### config.mk
export PLATFORM = sky130hd
export DESIGN_NAME = mem_arbiter_ctrl
export DESIGN_NICKNAME = d
export VERILOG_FILES = /design/src/rtl/mem_arbiter_ctrl.sv
export SDC_FILE = /design/constraint.sdc
export NUM_CORES = 1
export LEC_CHECK = 0
export CAP_MARGIN = 20
export CORE_AREA = 2 2 104 106
export DETAILED_ROUTE_END_ITERATION = 12
export DIE_AREA = 0 0 106 108
export GPL_ROUTABILITY_DRIVEN = 0
export PLACE_DENSITY = 0.63
export SLEW_MARGIN = 10
export SYNTH_ARGS = -nofsm -noshare
export SYNTH_HDL_FRONTEND = slang
export SYNTH_SLANG_ARGS = --single-unit
export TNS_END_PERCENT = 5
### constraint.sdc
create_clock -name CLK -period 3.9 [get_ports CLK]
set_input_delay 0.78 -clock CLK [delete_from_list [all_inputs] [get_ports CLK]]
set_output_delay 0.78 -clock CLK [all_outputs]
set_load 0.1 [all_outputs]
### src/rtl/mem_arbiter_ctrl.sv
// Memory-side arbiter: serves data and instruction cache requests on one RAM port.
// Data wins ties unless the instruction side has been passed over STARVE_LIMIT times.
module mem_arbiter_ctrl #(
  parameter int STARVE_LIMIT = 4,
  parameter int TIMEOUT      = 64
) (
  input  logic        CLK,
  input  logic        RST,
  input  logic        iREN,
  input  logic [31:0] iaddr,
  output logic        iwait,
  output logic [31:0] iload,
  input  logic        dREN,
  input  logic        dWEN,
  input  logic [31:0] daddr,
  input  logic [31:0] dstore,
  output logic        dwait,
  output logic [31:0] dload,
  output logic        ramREN,
  output logic        ramWEN,
  output logic [31:0] ramaddr,
  output logic [31:0] ramstore,
  input  logic [31:0] ramload,
  input  logic [1:0]  ramstate,
  output logic        tmo_err
);

  localparam logic [1:0] IDLE  = 2'd0;
  localparam logic [1:0] DSERV = 2'd1;
  localparam logic [1:0] ISERV = 2'd2;

  localparam logic [1:0] RAM_ACCESS = 2'd2;

  localparam int SW = (STARVE_LIMIT > 0) ? $clog2(STARVE_LIMIT + 1) : 1;
  localparam int TW = (TIMEOUT > 1) ? $clog2(TIMEOUT) : 1;

  logic [1:0]    r_state;
  logic [1:0]    w_state_next;
  logic [SW-1:0] r_starve_cnt;
  logic [SW-1:0] w_starve_next;
  logic [TW-1:0] r_tmo_cnt;
  logic          r_tmo_err;

  logic w_d_req;
  logic w_access;
  logic w_d_live;
  logic w_i_live;
  logic w_waiting;
  logic w_starved;

  assign w_d_req   = dREN | dWEN;
  assign w_access  = (ramstate == RAM_ACCESS);
  // A serve state only drives the RAM while its requester still holds an enable.
  assign w_d_live  = (r_state == DSERV) && w_d_req;
  assign w_i_live  = (r_state == ISERV) && iREN;
  assign w_waiting = (w_d_live || w_i_live) && !w_access;
  assign w_starved = (r_starve_cnt == SW'(STARVE_LIMIT));

  assign tmo_err = r_tmo_err;

  always_comb begin
    iwait    = 1'b1;
    dwait    = 1'b1;
    iload    = '0;
    dload    = '0;
    ramREN   = 1'b0;
    ramWEN   = 1'b0;
    ramaddr  = '0;
    ramstore = '0;
    if (w_d_live) begin
      ramaddr  = daddr;
      ramstore = dstore;
      ramREN   = dREN & ~dWEN;
      ramWEN   = dWEN;
      if (w_access) begin
        dwait = 1'b0;
        dload = ramload;
      end
    end
    if (w_i_live) begin
      ramaddr = iaddr;
      ramREN  = 1'b1;
      if (w_access) begin
        iwait = 1'b0;
        iload = ramload;
      end
    end
  end

  always_comb begin
    w_state_next = r_state;
    case (r_state)
      IDLE: begin
        if (w_d_req && iREN && w_starved) begin
          w_state_next = ISERV;
        end else if (w_d_req) begin
          w_state_next = DSERV;
        end else if (iREN) begin
          w_state_next = ISERV;
        end
      end
      DSERV: begin
        if (!w_d_req || w_access) begin
          w_state_next = IDLE;
        end
      end
      ISERV: begin
        if (!iREN || w_access) begin
          w_state_next = IDLE;
        end
      end
      default: w_state_next = IDLE;
    endcase
  end

  always_comb begin
    w_starve_next = r_starve_cnt;
    if (w_d_live && w_access) begin
      if (!iREN) begin
        w_starve_next = '0;
      end else if (!w_starved) begin
        w_starve_next = r_starve_cnt + 1'b1;
      end
    end
    if (w_i_live && w_access) begin
      w_starve_next = '0;
    end
  end

  always_ff @(posedge CLK or posedge RST) begin
    if (RST) begin
      r_state      <= IDLE;
      r_starve_cnt <= '0;
      r_tmo_cnt    <= '0;
      r_tmo_err    <= 1'b0;
    end else begin
      r_state      <= w_state_next;
      r_starve_cnt <= w_starve_next;
      // The counter saturates at TIMEOUT-1; the flag is sticky until reset.
      if (w_waiting) begin
        if (r_tmo_cnt == TW'(TIMEOUT - 1)) begin
          r_tmo_err <= 1'b1;
        end else begin
          r_tmo_cnt <= r_tmo_cnt + 1'b1;
        end
      end else begin
        r_tmo_cnt <= '0;
      end
    end
  end

endmodule
==> impl_metrics.ini <==
[cells_and_area]
stdcell_area_mm2 = 0.00590
layout_common_cells = 135 x clkdlybuf4s50_1, 130 x buf_12, 66 x and3_1, 32 x a22o_1, 32 x and2_1
final_common_cell = clkdlybuf4s50_1
diodes = 0
regArea_um2 = 300
multi_input_comb_area_mm2 = 0.00132
drive_gt1_share_pct = 32.2
fin_nets = 621
areaGrowthSynthToFinish_pct = 223
n_fill_cell = 836

[pwr]
power.density_mw_per_mm2 = 331
power_frac_clock_pct = 7.1
p_leak_nw = 2.59
internal_power_mw = 0.848
power_mw = 1.96
p_seq_share_pct = 8.7
vdd_drop_max_v = 0.000212
combPwrFrac_pct = 84.2
swShare_pct = 56.7
switching_power_mw = 1.11

[placed_design]
dp_slack_ns = 0.586
place_hpwl_um = 8830
port_buffers = 267
dpl_cell_area_mm2 = 0.00585

[floorplan]
die_h_um = 108
fp.coreArea_mm2 = 0.0102
rows = 37
die_width_um = 106
dieArea_mm2 = 0.0114
pin_count = 268
start_util_pct = 17.8

[sta]
finalHoldViolCount = 0
fin_crit_sh_pct = 85.1
min_period_ns = 3.32
slew_headroom_pct = 35.4
fin_hold_ws_ns = 0.475
fin_setup_tns_ns = 0
rsz0062_at_grt = false
max_freq_mhz = 301
slew_viol_final = 0
finClkSkew_ns = 0.000635
layout_setup_ws_ns = 0.580
setup_viol = 0
worst_pin_slew_ns = 0.966

[worst_setup_path]
cp-start-kind = primary input
criticalPathCategory = in2out
r2r_start = r_state[0]
end_kind = output port
r2r_end = r_tmo_cnt[0]
reg2reg_slack_ns = 1.98
rr_worst_depth = 4
crit_end = iload[30]
path_max_fanout = 38
crit_arrival_ns = 2.54
crit_required_ns = 3.12
crit_start = iREN

[detailed_routing]
drc = 0
wl_per_cell_um = 17.1
drtIter0Drc = 70
first_pass_iters = 4
routed_via_density = 4.56
drt-total-wl_um = 10500
vias = 2817
postRouteAntennaNets = 0

[run_status]
outcome = finished, final reports clean

[synthesis]
synth_seq_area_share_pct = 16.4
synth_warnings = 0
ys_seq_elements = 12
synth_area_leaders = and3_1 23%, dfrtp_1 16%, a22o_1 15%
synth.avg_cell_area_um2 = 8.01
synth_top_area_share_pct = 22.6
syn_inst = 228
synth_edf_count = 0
synth_fp_nets = 366
async_flop_share_pct = 100
ys_types = 46
synth_ff_type = dfrtp_1
synth_top_cell_by_area = and3_1
syn_area_mm2 = 0.00183

[clock_tree]
cts_tree = built
cts_setup_buffers = 0
clockBufferDepth = 2
cts.clk_slew.worst_paths_ns = 0.05
insertion_delay_ns = 0.25
h-tree-depth = 1
cts-root-buf = clkbuf_8
ctsHoldBuffers = 0
post_cts_resized = 0
cts_made_buffers = 3
clock-sinks = 12

[grt]
first_global_vias = 2906
grt_remaining_overflow = 0
grt_pass1_wl_um = 15800
grt_start_max_net_pins = 39
antenna_found_initial = 0
grt_usage_pct = 17.2

[worst_hold_path]
holdCritPathClass = reg2reg
min_path_cells = 2

[flow_run]
max-cap-violations = 0
## per-stage QoR
step	instances	utilization, %
global route	618	57.7
floorplan	228	-
detailed placement	614	57.1
CTS	618	57.7
finish	618	57.7
global placement	614	57.1
## power groups by stage
stage          Clock, mW  Sequential (mW)  Combinational (mW)
6_report           0.139            0.170                1.65
2_1_floorplan          0            0.161                1.00
3_5_place_dp           0            0.172                1.65
4_1_cts            0.143            0.170                1.66
5_1_grt            0.147            0.175                1.70
3_3_place_gp           0            0.170                1.64
## cells in the mapped netlist, types with 2 or more instances
master and count:
clkbuf_1 6, and3_1 66, nand3b_1 2, nand2_1 3, and2_1 32, o21ai_0 3, nand3_1 2, a211oi_1 3
nand4_1 2, o22ai_1 2, a22o_1 32, dfrtp_1 12, ha_1 3, inv_1 9, buf_6 10, buf_2 4
a21oi_1 2, clkbuf_2 3, nor2_1 5
## cell type report
class                   instances  share of cell area, %
clock buffers                   4                  0.933
inverters                      10                  0.636
multi-input cells             182                   22.3
flip-flops and latches         12                   5.09
well taps                     136                   2.88
repair buffers                274                   68.1
## worst min path at each step
| stage | from | endpoint |
|---|---|---|
| 3_5_place_dp | tmo_err | tmo_err |
| 6_report | tmo_err | tmo_err |
| 3_3_place_gp | tmo_err | tmo_err |
| 2_1_floorplan | r_starve_cnt[0] | r_starve_cnt[0] |
| 4_1_cts | tmo_err | tmo_err |
| 5_1_grt | tmo_err | tmo_err |
## state kept, by name (all words and copies together), names as in the netlist
signal / cells
r_tmo_cnt: 6
r_starve_cnt: 3
r_state: 2
tmo_err: 1
## critical path, stage by stage
cell and delay, ns:
clkdlybuf4s50_1 0.58, and3b_4 0.45, buf_12 0.25, and3_1 0.25, buf_12 0.19
## logic make-up (layout without fill, tap and decap cells)
group / after synthesis / after routing / synth area share [%]
DFF: 12 / 12 / 16.4
adders and majority gates: 3 / 3 / 2.06
buffers and inverters: 34 / 288 / 11.8
muxes: 1 / 1 / 0.617
AOI/OAI and AO/OA: 53 / 53 / 25.1
and+or+nand+nor: 124 / 124 / 43.5
xor gates and xnor gates: 1 / 1 / 0.480
## layer usage
metal  track usage (%)  share of wire, %
met5                 0                 0
met4              3.76               1.8
met3              6.09               9.2
met2              32.2                53
met1              18.8                36
No activity file was read; power rests on OpenSTA's default activity.
